[config.mk]
export PLATFORM = sky130hd
export DESIGN_NAME = pixel_channel_serializer
export DESIGN_NICKNAME = d
export VERILOG_FILES = /design/src/rtl/display_pkg.sv /design/src/rtl/lowest_set_sel.sv /design/src/rtl/pixel_channel_serializer.sv
export SDC_FILE = /design/constraint.sdc
export NUM_CORES = 1
export LEC_CHECK = 0
export CORE_MARGIN = 5
export CORE_UTILIZATION = 40
export CTS_CLUSTER_DIAMETER = 150
export CTS_CLUSTER_SIZE = 14
export DETAILED_ROUTE_END_ITERATION = 10
export PLACE_DENSITY_LB_ADDON = 0.1
export SLEW_MARGIN = 20
export SYNTH_ARGS = -nofsm -noshare
export SYNTH_HDL_FRONTEND = slang
export SYNTH_SLANG_ARGS = --single-unit
[constraint.sdc]
create_clock -name Clock -period 4.3 [get_ports Clock]
set_input_delay 1.075 -clock Clock [delete_from_list [all_inputs] [get_ports Clock]]
set_output_delay 1.075 -clock Clock [all_outputs]
set_load 0.02 [all_outputs]
[src/rtl/display_pkg.sv]
// Shared display-path definitions: default geometry, channel indices, FSM states.
package display_pkg;

  localparam int DATA_W_DEF = 8;
  localparam int NUM_CH_DEF = 3;

  localparam int CH_R = 0;
  localparam int CH_G = 1;
  localparam int CH_B = 2;

  typedef enum logic {
    IDLE = 1'b0,
    EMIT = 1'b1
  } ser_state_e;

endpackage

[src/rtl/lowest_set_sel.sv]
// Finds the lowest set bit of a channel mask: found flag, its index, and a
// one-hot vector the caller uses to clear that bit.
module lowest_set_sel #(
  parameter int NUM_CH = 3,
  parameter int CH_W   = (NUM_CH > 1) ? $clog2(NUM_CH) : 1
) (
  input  logic [NUM_CH-1:0] mask_i,
  output logic              found_o,
  output logic [CH_W-1:0]   idx_o,
  output logic [NUM_CH-1:0] onehot_o
);

  // Scan high to low so the last hit (lowest index) wins.
  always_comb begin
    found_o  = |mask_i;
    idx_o    = '0;
    onehot_o = '0;
    for (int i = NUM_CH - 1; i >= 0; i--) begin
      if (mask_i[i]) begin
        idx_o       = CH_W'(i);
        onehot_o    = '0;
        onehot_o[i] = 1'b1;
      end
    end
  end

endmodule

[src/rtl/pixel_channel_serializer.sv]
// Takes one pixel (NUM_CH components) per handshake and emits the enabled
// components one per cycle, lowest channel first, on a registered output.
module pixel_channel_serializer
  import display_pkg::*;
#(
  parameter  int DATA_W = DATA_W_DEF,
  parameter  int NUM_CH = NUM_CH_DEF,
  localparam int CH_W   = (NUM_CH > 1) ? $clog2(NUM_CH) : 1
) (
  input  logic                     Clock,
  input  logic                     Reset,
  input  logic                     InValid,
  output logic                     InReady,
  input  logic [NUM_CH*DATA_W-1:0] InData,
  input  logic [NUM_CH-1:0]        InMask,
  output logic                     OutValid,
  input  logic                     OutReady,
  output logic [DATA_W-1:0]        OutData,
  output logic [CH_W-1:0]          OutChan,
  output logic                     OutLast
);

  ser_state_e                state_q, state_d;
  logic [NUM_CH*DATA_W-1:0]  pix_q, pix_d;
  logic [NUM_CH-1:0]         rem_q, rem_d;
  logic [DATA_W-1:0]         odata_q, odata_d;
  logic [CH_W-1:0]           ochan_q, ochan_d;

  logic                      out_valid, rem_empty, out_hs, accept;
  logic [NUM_CH-1:0]         src_mask;
  logic [NUM_CH*DATA_W-1:0]  src_data;
  logic                      sel_found;
  logic [CH_W-1:0]           sel_idx;
  logic [NUM_CH-1:0]         sel_onehot;

  assign out_valid = (state_q == EMIT);
  assign rem_empty = (rem_q == '0);
  assign out_hs    = out_valid & OutReady;

  // A new pixel fits when nothing is held, or when the last component of the
  // held pixel leaves this very cycle; InValid deliberately plays no part.
  assign InReady = ~Reset & ((state_q == IDLE) | (out_hs & rem_empty));
  assign accept  = InValid & InReady;

  // An accepted pixel always supplies the next component; otherwise the
  // remaining bits of the held pixel do.
  assign src_mask = accept ? InMask : rem_q;
  assign src_data = accept ? InData : pix_q;

  lowest_set_sel #(.NUM_CH(NUM_CH), .CH_W(CH_W)) u_sel (
    .mask_i   (src_mask),
    .found_o  (sel_found),
    .idx_o    (sel_idx),
    .onehot_o (sel_onehot)
  );

  // Next-state: hold by default, load the lowest pending channel on advance.
  always_comb begin
    state_d = state_q;
    pix_d   = pix_q;
    rem_d   = rem_q;
    odata_d = odata_q;
    ochan_d = ochan_q;
    unique case (state_q)
      IDLE: begin
        // Zero-mask pixels are consumed here and simply vanish.
        if (accept && sel_found) begin
          state_d = EMIT;
          pix_d   = src_data;
          rem_d   = src_mask & ~sel_onehot;
          odata_d = src_data[int'(sel_idx)*DATA_W +: DATA_W];
          ochan_d = sel_idx;
        end
      end
      EMIT: begin
        if (out_hs) begin
          if (sel_found && (!rem_empty || accept)) begin
            pix_d   = src_data;
            rem_d   = src_mask & ~sel_onehot;
            odata_d = src_data[int'(sel_idx)*DATA_W +: DATA_W];
            ochan_d = sel_idx;
          end else begin
            state_d = IDLE;
          end
        end
      end
      default: state_d = IDLE;
    endcase
  end

  // State and datapath registers; reset discards any held pixel.
  always_ff @(posedge Clock) begin
    if (Reset) begin
      state_q <= IDLE;
      pix_q   <= '0;
      rem_q   <= '0;
      odata_q <= '0;
      ochan_q <= '0;
    end else begin
      state_q <= state_d;
      pix_q   <= pix_d;
      rem_q   <= rem_d;
      odata_q <= odata_d;
      ochan_q <= ochan_d;
    end
  end

  assign OutValid = out_valid;
  assign OutData  = odata_q;
  assign OutChan  = ochan_q;
  assign OutLast  = out_valid & rem_empty;

endmodule

# [After elaboration in Yosys (flattened, before gate mapping)]
# Cells that the tools add are included.
[word_totals] regBits=38 inputBits=31 output_inout_bits=13
[op_classes] eq_ne=3 n_shift=1 mux=28 bitwise_logic=10 reduce_logical=7
[ops] op="$mux W24" count=4
[ops] op="$pmux W24 S2" count=1
[ops] op="$mux W8" count=3
[ops] op="$shiftx A24 B6 Y8" count=1
[ops] op="$mux W3" count=7
[ops] op="$pmux W8 S2" count=1
[ops] op="$mux W2" count=6
[ops] op="$ne A2 B1 Y1 const B" count=3
[ops] op="$pmux W3 S2" count=1
[ops] op="$and A1 B1 Y1" count=5
[ops] op="$pmux W2 S2" count=1
[ops] op="$and A3 B3 Y3" count=1
[ops] op="$logic_not A3 Y1" count=1
[ops] op="$mux W1" count=3
[ops] op="$not A3 Y3" count=1
[ops] op="$reduce_and A3 Y1" count=1
[ops] op="$reduce_or A3 Y1" count=1
[ops] op="$logic_and A1 B1 Y1" count=2
[ops] op="$not A1 Y1" count=2
[ops] op="$pmux W1 S2" count=1
[ops] op="$logic_not A1 Y1" count=1
[ops] op="$logic_or A1 B1 Y1" count=1
[ops] op="$or A1 B1 Y1" count=1

# [Depth between registers and ports, before layout]
# Gate-level depths: netlist of the first run.
[logic_depth] word_depth=14 depth_mapped=7 depth_no_buf=5

# [Cells and area by module]
# A second synthesis of the first run with hierarchy kept.
[unflattened] hier_cells=254 area_unflattened_um2=2011.9
[by_module_without_submodules] module="pixel_channel_serializer" instances=1 cells_each=248 area_per_inst_um2=1969.4 seq_area_each_um2=760.7
[by_module_without_submodules] module="lowest_set_sel" instances=1 cells_each=6 area_per_inst_um2=42.5 seq_area_each_um2=0.0

# [Worst setup path before layout of the first run]
# Ideal clock, no wire load.
[synth_timing] path_type="input-to-output" start="input OutReady" end="output InReady" t_arrival_ns=1.857 required_time_ns=3.225 slack_ns=1.368 path_stages=2 cell_sequence="or3b_4 a21oi_1"
[synth_via] elab_chain_len=4
[synth_lines] item="start: declaration" line="pixel_channel_serializer.sv:17" source="input logic OutReady,"
[synth_lines] item="$and A1 B1 Y1" line="pixel_channel_serializer.sv:38" source="assign out_hs = out_valid & OutReady;"
[synth_lines] item="$and A1 B1 Y1" line="pixel_channel_serializer.sv:42" source="assign InReady = ~Reset & ((state_q == IDLE) | (out_hs & rem_empty));"
[synth_lines] item="$or A1 B1 Y1" line="pixel_channel_serializer.sv:42"
[synth_lines] item="$and A1 B1 Y1" line="pixel_channel_serializer.sv:42"
[synth_lines] item="end: declaration" line="pixel_channel_serializer.sv:13" source="output logic InReady,"
# Every way passes these cells.

# [Worst setup path in the final report of the first run]
# Same ends and word-level chain as after synthesis.

==> results.md, run 1 <==
- Cell taking the most area after synthesis: sky130_fd_sc_hd__dfxtp_1
- Startpoint types: primary input
- Final estimated routing congestion in global placement: 0.853
- Routing usage on met2: 25.9%
- Routed WL: 4960 um
- Design Power: 769 uW
- Type of the worst min-delay path: flip-flop to flip-flop
- Starting density of the core: 41.8%
- Slew at the pin with the worst max-slew slack: 0.914 ns
- Minimum clock period after layout: 3.85 ns
- Maximum Capacitance Violations: 0
- Largest fanout on the critical path: 4
- Max IR drop VDD: 0.000183 V
- Leakage power total: 0.000850 uW
- Pre-Repair DR Iteration Count: 4
- Number of core rows: 24
- Clk sinks: 37
- Flip-flop and latch count after synthesis: 37
- Number of pins exceeding their max-slew limit in the final report: 0
- Post-CTS repair timing setup buffer count: 0
- Portion of netlist area occupied by mux cells: 5.36%
- Fraction of layout instances using a drive strength above 1: 8.09%
- Worst skew pair latency: 0.29 ns
- Largest family of logic cells by synthesized area: compound AO/OA/AOI/OAI gates
- Post-route antenna net violation count: 0
- Overflow after GRT: 0
- Share of the clock period used by the worst path: 89.6%
- Initial detailed-routing violation count: 88
- Half-perimeter wire length after placement: 3400 um
- Via total after detailed routing: 1785
- Number of endpoints failing setup at the final stage: 0
- Instance count after placement with tap cells included: 316
- Total number of H-tree levels: 2
- Global-route wire length before repair: 8140 um
- Final setup TNS: 0 ns
- Class of the most critical setup path: primary input to primary output
- Port Buf Inserts: 43
- Number of nets produced by synthesis: 264
- Die Wd: 77.9 um
- Achievable clock frequency: 259 MHz
- Power density normalized to cell area: 324 nW/um^2
- Vias per inst: 5.51
- Mapped cell area: 1840 um^2
- Slew HR: 39.0%
- Number of global-route vias before repair: 1710
- Fraction of the mapped netlist area in adder cells: 0%
- Number of antenna repair diodes: 0
- Height of the die: 77.9 um
- Synth top area share: 40.2%
- Post-cts sizing count: 0
- Overall global routing resource usage: 16.3%
- Final net count: 302
- Result of the run: finished, final reports clean
- Core Box Area: 4410 um^2
- Total DRC errors in the routed layout: 0
- Met1 track utilization from global routing: 21.6%
- Warnings from Yosys: 0
- Cells after Synth: 233
- Routing layer with the top usage in global route: met2
- CP Data Arrival Time: 2.78 ns
- Synthesized-area fraction occupied by xor and xnor cells: 0%
- Hold buffers post-CTS: 0
- RSZ-0062 raised after global routing: false
- Layout-stage area growth over the synthesis result: 29.0%
- Worst-path clk slew: 0.07 ns
- Main area contributors after synthesis: sky130_fd_sc_hd__dfxtp_1 40%, sky130_fd_sc_hd__nand2_1 14%, sky130_fd_sc_hd__a21oi_1 7.1%
- Antenna violations before repair: 0
- Setup skew after layout: 0.00351 ns
- Synthesized-area fraction occupied by and/or/nand/nor cells: 22.7%
- Compound-cell area share of the yosys netlist: 27.0%
- TritonCTS Buffers: 5
- Clock tree from TritonCTS: yes
- Data required time of the critical path: 3.22 ns
- Nature of the critical path endpoint: primary output
- Met3 GRT Util: 4.28%
- Largest net degree at the start of global routing: 43
- Wire per inst: 15.3 um
- Number of primary I/O pins: 44
- Count of different cell masters after synthesis: 38
- Count of non-filler cells in the finished layout: 324
- Maximum count of clock buffers along a single path: 2
- Avg Synthesized Cell Area: 7.92 um^2
- Buffer cell driving the clock tree root: sky130_fd_sc_hd__clkbuf_8
- Count of endpoints failing hold in the final timing report: 0
- Sequential element share of the synthesized area: 40.2%
- Total Die Area: 6070 um^2
critical path, cell delays in order:
cell and delay [ns]:
sky130_fd_sc_hd__clkdlybuf4s50_1 0.51, sky130_fd_sc_hd__or3b_4 0.43, sky130_fd_sc_hd__a21oi_1 0.15, sky130_fd_sc_hd__clkdlybuf4s50_1 0.61
registers in the layout, summed over array words and instances, names as in the netlist:
name and cells:
OutChan 2, rem_q 2, OutValid 1, pix_q 24, OutData 8
path summary, 6_finish.rpt:
check,startpoint,endpoint,slack [ns],depth (start not counted)
worst min-delay path,pix_q[12]$_SDFFE_PP0P_,pix_q[12]$_SDFFE_PP0P_,0.46,2
worst max-delay path,OutReady,InReady,0.45,4
worst min register to register,pix_q[12]$_SDFFE_PP0P_,pix_q[12]$_SDFFE_PP0P_,0.46,2
worst max register to register,rem_q[1]$_SDFFE_PP0P_,OutData[2]$_SDFFE_PP0P_,1.95,6
layer usage:
metal | wire length [um] | up-vias | share of wire (%)
li1 | - | 903 | -
met1 | 2300 | 829 | 46
met2 | 2300 | 49 | 46
met3 | 314 | 4 | 6.3
met4 | 48 | 0 | 0.97
met5 | 0 | - | 0
cells by family (layout without fill, tap and decap cells):
family | count (synthesis) | count (layout)
buffers and inverters | 19 | 58
AND/OR/NAND/NOR | 98 | 98
multiplexers | 9 | 9
flip-flops | 37 | 37
AO/OA/AOI/OAI | 70 | 70
synth_stat cells:
cell type / n
sky130_fd_sc_hd__o21ai_1: 1
sky130_fd_sc_hd__nor2b_1: 2
sky130_fd_sc_hd__mux2i_1: 2
sky130_fd_sc_hd__nor3_1: 3
sky130_fd_sc_hd__nor2_1: 15
sky130_fd_sc_hd__a32o_1: 1
sky130_fd_sc_hd__a221oi_1: 7
sky130_fd_sc_hd__or3_1: 1
sky130_fd_sc_hd__a31oi_1: 7
sky130_fd_sc_hd__a21oi_4: 1
sky130_fd_sc_hd__a22oi_1: 1
sky130_fd_sc_hd__a31o_1: 8
sky130_fd_sc_hd__a221oi_4: 1
sky130_fd_sc_hd__nand2b_1: 1
sky130_fd_sc_hd__a211oi_1: 7
sky130_fd_sc_hd__buf_6: 2
sky130_fd_sc_hd__a21oi_1: 26
sky130_fd_sc_hd__buf_2: 2
sky130_fd_sc_hd__o21ai_0: 3
sky130_fd_sc_hd__dfxtp_1: 37
sky130_fd_sc_hd__a311oi_1: 1
sky130_fd_sc_hd__a21boi_1: 1
sky130_fd_sc_hd__o211ai_1: 1
sky130_fd_sc_hd__nor3b_1: 2
sky130_fd_sc_hd__inv_1: 2
sky130_fd_sc_hd__o211a_1: 1
sky130_fd_sc_hd__o21bai_1: 1
sky130_fd_sc_hd__or3b_4: 1
sky130_fd_sc_hd__buf_1: 2
sky130_fd_sc_hd__or3b_1: 1
sky130_fd_sc_hd__clkbuf_1: 11
sky130_fd_sc_hd__mux2_2: 7
sky130_fd_sc_hd__a32oi_1: 1
sky130_fd_sc_hd__and3_1: 1
sky130_fd_sc_hd__nand2_1: 68
sky130_fd_sc_hd__nand3b_1: 1
sky130_fd_sc_hd__and3b_1: 2
sky130_fd_sc_hd__a2111oi_1: 1
power by group:
part / internal, uW / leakage, uW / switching (uW)
sequential: 361 / 0.000302 / 12.9
clock: 112 / 0.0000450 / 124
combinational: 76.9 / 0.000503 / 82.0
final cells by class:
class                   count  area [um^2]
multi-input cells         177         1010
clock inverters             2         10.0
inverters                   2         7.51
flip-flops and latches     37          741
clock buffers               6         72.6
well taps                  52         65.1
fillers                   452         2040
repair buffers             48          468
metrics by stage:
step	hold slack [ns]	util [%]	setup WS [ns]	area (um^2)
after floorplan	0.433	-	1.37	1840
after detailed placement	0.449	52.0	0.461	2300
after global routing	0.471	53.9	0.412	2380
after global placement	0.440	52.0	0.470	2300
final	0.455	53.9	0.446	2380
after CTS	0.457	53.9	0.452	2380
placed cells by master (no fill, tap or decap), types with 2 or more instances in the layout:
cell type and instances:
sky130_fd_sc_hd__nand2_1 68, sky130_fd_sc_hd__clkdlybuf4s50_1 43, sky130_fd_sc_hd__dfxtp_1 37, sky130_fd_sc_hd__a21oi_1 26
sky130_fd_sc_hd__nor2_1 15, sky130_fd_sc_hd__a31o_1 8, sky130_fd_sc_hd__mux2_2 7, sky130_fd_sc_hd__a31oi_1 7
sky130_fd_sc_hd__a221oi_1 7, sky130_fd_sc_hd__a211oi_1 7, sky130_fd_sc_hd__clkbuf_8 5, sky130_fd_sc_hd__buf_4 5
sky130_fd_sc_hd__nor3_1 3, sky130_fd_sc_hd__o21ai_0 3, sky130_fd_sc_hd__inv_1 2, sky130_fd_sc_hd__nor3b_1 2
sky130_fd_sc_hd__nor2b_1 2, sky130_fd_sc_hd__and3b_1 2, sky130_fd_sc_hd__mux2i_1 2, sky130_fd_sc_hd__clkinv_2 2
Note: power is estimated with default switching activity, not from simulation.
==> run 2: changes to the inputs <==
--- a/config.mk
+++ b/config.mk
@@ -10,7 +10,7 @@
 export CTS_CLUSTER_DIAMETER = 150
 export CTS_CLUSTER_SIZE = 14
 export DETAILED_ROUTE_END_ITERATION = 10
-export PLACE_DENSITY_LB_ADDON = 0.1
+export PLACE_DENSITY = 0.74
 export SLEW_MARGIN = 20
 export SYNTH_ARGS = -nofsm -noshare
 export SYNTH_HDL_FRONTEND = slang
==> results.md, run 2 (synthesis gave the netlist of run 1 again) <==
- Max IR drop VDD: 0.000276 V (+51%)
- Slew HR: 45.9% (+6.9 points)
- Post-cts sizing count: 0 (unchanged)
- Slowest cell delay on critical path: 0.62 ns (about the same)
- Maximum count of clock buffers along a single path: 2 (unchanged)
- Data required time of the critical path: 3.22 ns (about the same)
- Largest fanout on the critical path: 4 (unchanged)
- Vias per inst: 5.60 (+1.6%)
- Starting density of the core: 41.8% (unchanged)
- Number of core rows: 24 (unchanged)
- Most used cell, CP: sky130_fd_sc_hd__clkdlybuf4s50_1
- Final net count: 302 (unchanged)
- Final setup TNS: 0 ns (unchanged)
- Port Buf Inserts: 43 (unchanged)
- Initial detailed-routing violation count: 126 (+43%)
- Overflow after GRT: 0 (unchanged)
- Fraction of layout instances using a drive strength above 1: 8.12% (+0.030 points)
- Maximum Capacitance Violations: 0 (unchanged)
- TritonCTS Buffers: 5 (unchanged)
- Leakage power total: 0.000859 uW (+1.0%)
- RSZ-0062 raised after global routing: false
- Half-perimeter wire length after placement: 3420 um (+0.54%)
- Pre-Repair DR Iteration Count: 4 (unchanged)
- Cell breakdown of the critical path: clkdlybuf4s50_1, or3b_4, a21oi_1, clkdlybuf4s50_1
- Register with the most flip-flops: pix_q
- Worst hold slack: 0.453 ns (-0.00223 ns)
- Number of primary I/O pins: 44 (unchanged)
- Number of antenna repair diodes: 0 (unchanged)
- Worst-path clk slew: 0.07 ns (about the same)
- Commonest non-fill, non-tap cell in the layout: sky130_fd_sc_hd__nand2_1
- Result of the run: finished, final reports clean
- Total number of H-tree levels: 2 (unchanged)
- Worst-case register-to-register setup slack: 1.74 ns (-0.21 ns)
- Share of the core filled with cells: 54.4% (+0.48 points)
- Type of the worst min-delay path: flip-flop to flip-flop
- Leading cell types in the layout, fill and taps excluded: 68 x sky130_fd_sc_hd__nand2_1, 43 x sky130_fd_sc_hd__clkdlybuf4s50_1, 37 x sky130_fd_sc_hd__dfxtp_1, 26 x sky130_fd_sc_hd__a21oi_1, 15 x sky130_fd_sc_hd__nor2_1
- Overall global routing resource usage: 16.6% (+0.25 points)
- Number of pins exceeding their max-slew limit in the final report: 0 (unchanged)
- Minimum clock period after layout: 3.85 ns (-0.00405 ns)
- Total DRC errors in the routed layout: 0 (unchanged)
- Clk sinks: 37 (unchanged)
- Setup skew after layout: 0.00633 ns (+0.00283 ns)
- Clock tree from TritonCTS: yes
- Final estimated routing congestion in global placement: 0.846 (-0.73%)
- Hold buffers post-CTS: 0 (unchanged)
- Antenna violations before repair: 0 (unchanged)
- Wire per inst: 15.6 um (+2.1%)
- Core Box Area: 4410 um^2 (unchanged)
- Height of the die: 77.9 um (unchanged)
- Nature of the critical path endpoint: primary output
- Achievable clock frequency: 260 MHz (+0.11%)
- Die Wd: 77.9 um (unchanged)
- Design Power: 831 uW (+8.0%)
- CP Data Arrival Time: 2.77 ns (about the same)
- Layout-stage area growth over the synthesis result: 30.1%
- Power density normalized to cell area: 346 nW/um^2 (+7.1%)
- Flip-flop count of the largest register after layout: 24 (unchanged)
- Largest net degree at the start of global routing: 31 (-28%)
- Routed WL: 5040 um (+1.8%)
- Worst skew pair latency: 0.30 ns (about the same)
- Buffer cell driving the clock tree root: sky130_fd_sc_hd__clkbuf_8
- Global-route wire length before repair: 8090 um (-0.52%)
- Post-CTS repair timing setup buffer count: 0 (unchanged)
- Master of the slowest instance on the critical path: sky130_fd_sc_hd__clkdlybuf4s50_1
- Number of global-route vias before repair: 1750 (+2.3%)
- Startpoint types: primary input
- Total Die Area: 6070 um^2 (unchanged)
- Number of endpoints failing setup at the final stage: 0 (unchanged)
- Share of the clock period used by the worst path: 89.5% (-0.094 points)
- Via total after detailed routing: 1808 (+1.3%)
- Class of the most critical setup path: primary input to primary output
- Post-route antenna net violation count: 0 (unchanged)
- Count of endpoints failing hold in the final timing report: 0 (unchanged)
- Slew at the pin with the worst max-slew slack: 0.811 ns (-0.103 ns)
==> run 2: cell count changes in the layout (fill, tap and decap cells not counted), sizes merged <==
cell / change
bufinv: +1
clkbuf: -1
clkinv: -1
==> run 2: worst max-delay path: cells and delay by family <==
family / cells / cell delay (ns)
AO/OA/AOI/OAI: 1 / 0.16
AND/OR/NAND/NOR: 1 / 0.43
buffers and inverters: 2 / 1.12
==> run 2: path summary, 6_finish.rpt <==
kind                         startpoint                 endpoint  cells past startpoint
setup / recovery               OutReady                  InReady                      4
hold reg to reg   pix_q[6]$_SDFFE_PP0P_    pix_q[6]$_SDFFE_PP0P_                      2
hold / removal    pix_q[6]$_SDFFE_PP0P_    pix_q[6]$_SDFFE_PP0P_                      2
setup reg to reg  rem_q[1]$_SDFFE_PP0P_  OutData[3]$_SDFFE_PP0P_                      6
==> run 2: power breakdown <==
| group | switching [uW] | internal, uW |
|---|---|---|
| Sequential | 13.0 | 361 |
| Clock | 128 | 169 |
| Combinational | 83.2 | 76.9 |
==> run 2: per-layer routing <==
layer	vias to the layer above	track usage [%]	share of wire (%)
met2	58	26.4	47
met1	840	20.9	44
met3	9	5.32	6.7
met5	-	0	0
met4	0	6.25	2.3
li1	901	-	-
==> run 2: final cells by class <==
class	count	area, um^2
fill	439	2010
multi-input combinational	177	1010
sequential	37	741
timing repair buffer	48	468
clock buffer	5	68.8
tap	52	65.1
clock inverter	2	35.0
inverter	2	7.51
==> run 2: metrics by stage <==
step | cell area [um^2] | cells | worst slack, ns
floorplan | 1840 | 233 | 1.37
global placement | 2300 | 316 | 0.464
detailed placement | 2300 | 316 | 0.451
CTS | 2400 | 323 | 0.449
global route | 2400 | 323 | 0.386
finish | 2400 | 323 | 0.450
==> run 3: changes to the inputs <==
--- a/config.mk
+++ b/config.mk
@@ -6,11 +6,11 @@
 export NUM_CORES = 1
 export LEC_CHECK = 0
 export CORE_MARGIN = 5
-export CORE_UTILIZATION = 40
+export CORE_UTILIZATION = 53
 export CTS_CLUSTER_DIAMETER = 150
 export CTS_CLUSTER_SIZE = 14
 export DETAILED_ROUTE_END_ITERATION = 10
-export PLACE_DENSITY = 0.74
+export PLACE_DENSITY = 0.91
 export SLEW_MARGIN = 20
 export SYNTH_ARGS = -nofsm -noshare
 export SYNTH_HDL_FRONTEND = slang
==> results.md, run 3 (synthesis gave the netlist of run 1 again) <==
- Core Box Area: 3360 um^2 (-24%)
- Startpoint of the worst-slack reg-to-reg timing path: rem_q[1]$_SDFFE_PP0P_
- Share of the core filled with cells: 70.0% (+16 points)
- Wire per inst: 15.4 um (-1.5%)
- Die Wd: 69.0 um (-11%)
- Share of the clock period used by the worst path: 90.0% (+0.44 points)
- Slew at the pin with the worst max-slew slack: 0.994 ns (+0.184 ns)
- Post-cts sizing count: 0 (unchanged)
- Startpoint types: primary input
- Largest fanout on the critical path: 4 (unchanged)
- Commonest non-fill, non-tap cell in the layout: sky130_fd_sc_hd__nand2_1
- FF+latch area: 741 um^2 (unchanged)
- Count of cells along the worst register-to-register path: 5 (-1)
- Fraction of layout instances using a drive strength above 1: 7.78% (-0.34 points)
- Worst-path clk slew: 0.10 ns (+0.03 ns)
- WHS Endpoint: pix_q[4]$_SDFFE_PP0P_
- Layout-stage area growth over the synthesis result: 27.6%
- Height of the die: 69.0 um (-11%)
- Overall global routing resource usage: 22.1% (+5.5 points)
- Half-perimeter wire length after placement: 3420 um (+0.24%)
- Port Buf Inserts: 43 (unchanged)
- Endpoint of the worst-slack reg-to-reg timing path: OutData[7]$_SDFFE_PP0P_
- Clk sinks: 37 (unchanged)
- Final estimated routing congestion in global placement: 0.883 (+4.3%)
- Total number of H-tree levels: 2 (unchanged)
- Area of all placed cells without fillers: 2350 um^2 (-1.9%)
- Total DRC errors in the routed layout: 0 (unchanged)
- Leakage power total: 0.000842 uW (-2.0%)
- Data required time of the critical path: 3.22 ns (about the same)
- Achievable clock frequency: 259 MHz (-0.48%)
- Flip-flop count of the largest register after layout: 24 (unchanged)
- Final net count: 301 (-0.33%)
- Footprint of the multi-input gates: 1010 um^2 (unchanged)
- Result of the run: finished, final reports clean
- Number of cells on the worst hold path: 2 (unchanged)
- Post-route antenna net violation count: 0 (unchanged)
- Number of core rows: 21 (-13%)
- Number of primary I/O pins: 44 (unchanged)
- Antenna violations before repair: 0 (unchanged)
- Buffer cell driving the clock tree root: sky130_fd_sc_hd__clkbuf_4
- Minimum clock period after layout: 3.87 ns (+0.0187 ns)
- Count of non-filler cells in the finished layout: 316 (-2.2%)
- Count of fill cells added during filler insertion: 309 (-30%)
- Total Die Area: 4760 um^2 (-22%)
- Leading cell types in the layout, fill and taps excluded: 68 x sky130_fd_sc_hd__nand2_1, 43 x sky130_fd_sc_hd__clkdlybuf4s50_1, 37 x sky130_fd_sc_hd__dfxtp_1, 26 x sky130_fd_sc_hd__a21oi_1, 15 x sky130_fd_sc_hd__nor2_1
- Hold buffers post-CTS: 0 (unchanged)
- Number of pins exceeding their max-slew limit in the final report: 0 (unchanged)
- Worst Min Path Start: pix_q[4]$_SDFFE_PP0P_
- Amount of wire on met2 after detailed routing: 2380 um (+0.38%)
- Maximum Capacitance Violations: 0 (unchanged)
- RSZ-0062 raised after global routing: false
- Pre-Repair DR Iteration Count: 4 (unchanged)
- Power density normalized to cell area: 325 nW/um^2 (-6.2%)
- Final setup TNS: 0 ns (unchanged)
- Via total after detailed routing: 1805 (-0.17%)
- Register with the most flip-flops: pix_q
- Nature of the critical path endpoint: primary output
- Number of endpoints failing setup at the final stage: 0 (unchanged)
- Overflow after GRT: 0 (unchanged)
- Placed Area: 2280 um^2 (-0.65%)
- Max IR drop VDD: 0.000362 V (+31%)
- Number of antenna repair diodes: 0 (unchanged)
- M1 WL: 1990 um (-11%)
- TritonCTS Buffers: 5 (unchanged)
- Top layer in use: met4
- Worst skew pair latency: 0.34 ns (+0.04 ns)
- Routed WL: 4860 um (-3.6%)
- Number of global-route vias before repair: 1801 (+2.9%)
- Count of endpoints failing hold in the final timing report: 0 (unchanged)
- Maximum count of clock buffers along a single path: 2 (unchanged)
- Starting density of the core: 54.8% (+13 points)
- Class of the most critical setup path: primary input to primary output
- Initial detailed-routing violation count: 179 (+42%)
- Worst-case register-to-register setup slack: 1.49 ns (-0.25 ns)
- Post-CTS repair timing setup buffer count: 0 (unchanged)
- CP Data Arrival Time: 2.79 ns (+0.02 ns)
- Setup skew after layout: 0.00486 ns (-0.00147 ns)
- Vias per inst: 5.71 (+2.0%)
- Metal3 WL: 398 um (+18%)
- Global-route wire length before repair: 7870 um (-2.7%)
- Largest net degree at the start of global routing: 43 (+39%)
- Clock tree from TritonCTS: yes
- Instance count after placement with tap cells included: 309 (-2.2%)
- Slew HR: 33.4% (-12 points)
- Type of the worst min-delay path: flip-flop to flip-flop
[run 3: changes by cell type in the layout (fill, tap and decap cells not counted), sizes merged]
cell,before,now
buf,5,4
[run 3: critical path: stages]
cell                              delay [ns]
sky130_fd_sc_hd__clkdlybuf4s50_1        0.51
sky130_fd_sc_hd__or3b_4                 0.43
sky130_fd_sc_hd__a21oi_1                0.16
sky130_fd_sc_hd__clkdlybuf4s50_1        0.62
[run 3: stage by stage]
| step | power, uW | setup WS [ns] | hold WS [ns] |
|---|---|---|---|
| global placement | 536 | 0.474 | 0.440 |
| detailed placement | 540 | 0.436 | 0.446 |
| finish | 765 | 0.432 | 0.461 |
| CTS | 772 | 0.427 | 0.462 |
| global route | 799 | 0.376 | 0.479 |
| floorplan | 469 | 1.37 | 0.433 |
[run 3: how the worst max path moves through the flow]
stage,startpoint,end,slack [ns],cells after the start
final,OutReady,InReady,0.43,4
after global routing,OutReady,InReady,0.38,4
after CTS,OutReady,InReady,0.43,4
after detailed placement,OutReady,InReady,0.44,4
after global placement,OutReady,InReady,0.47,4
after floorplan,OutReady,InReady,1.37,2
[run 3: layout make-up]
type	instances	area share (%)
Clock buffer	5	1.59
Clock inverter	2	1.49
Inverter	2	0.319
Multi-Input combinational cell	177	43.1
Sequential cell	37	31.5
Tap cell	46	2.45
Timing Repair Buffer	47	19.6
[run 3: layer usage]
layer	GRT usage (%)	up-vias
met5	0	-
met4	9.98	0
met3	6.16	8
met2	38.2	73
met1	25.0	829
li1	-	895
[run 3: report_power, final]
| group | internal (uW) | switching [uW] |
|---|---|---|
| Combinational | 76.2 | 82.7 |
| Clock | 118 | 113 |
| Sequential | 361 | 13.1 |
| Total | 556 | 209 |
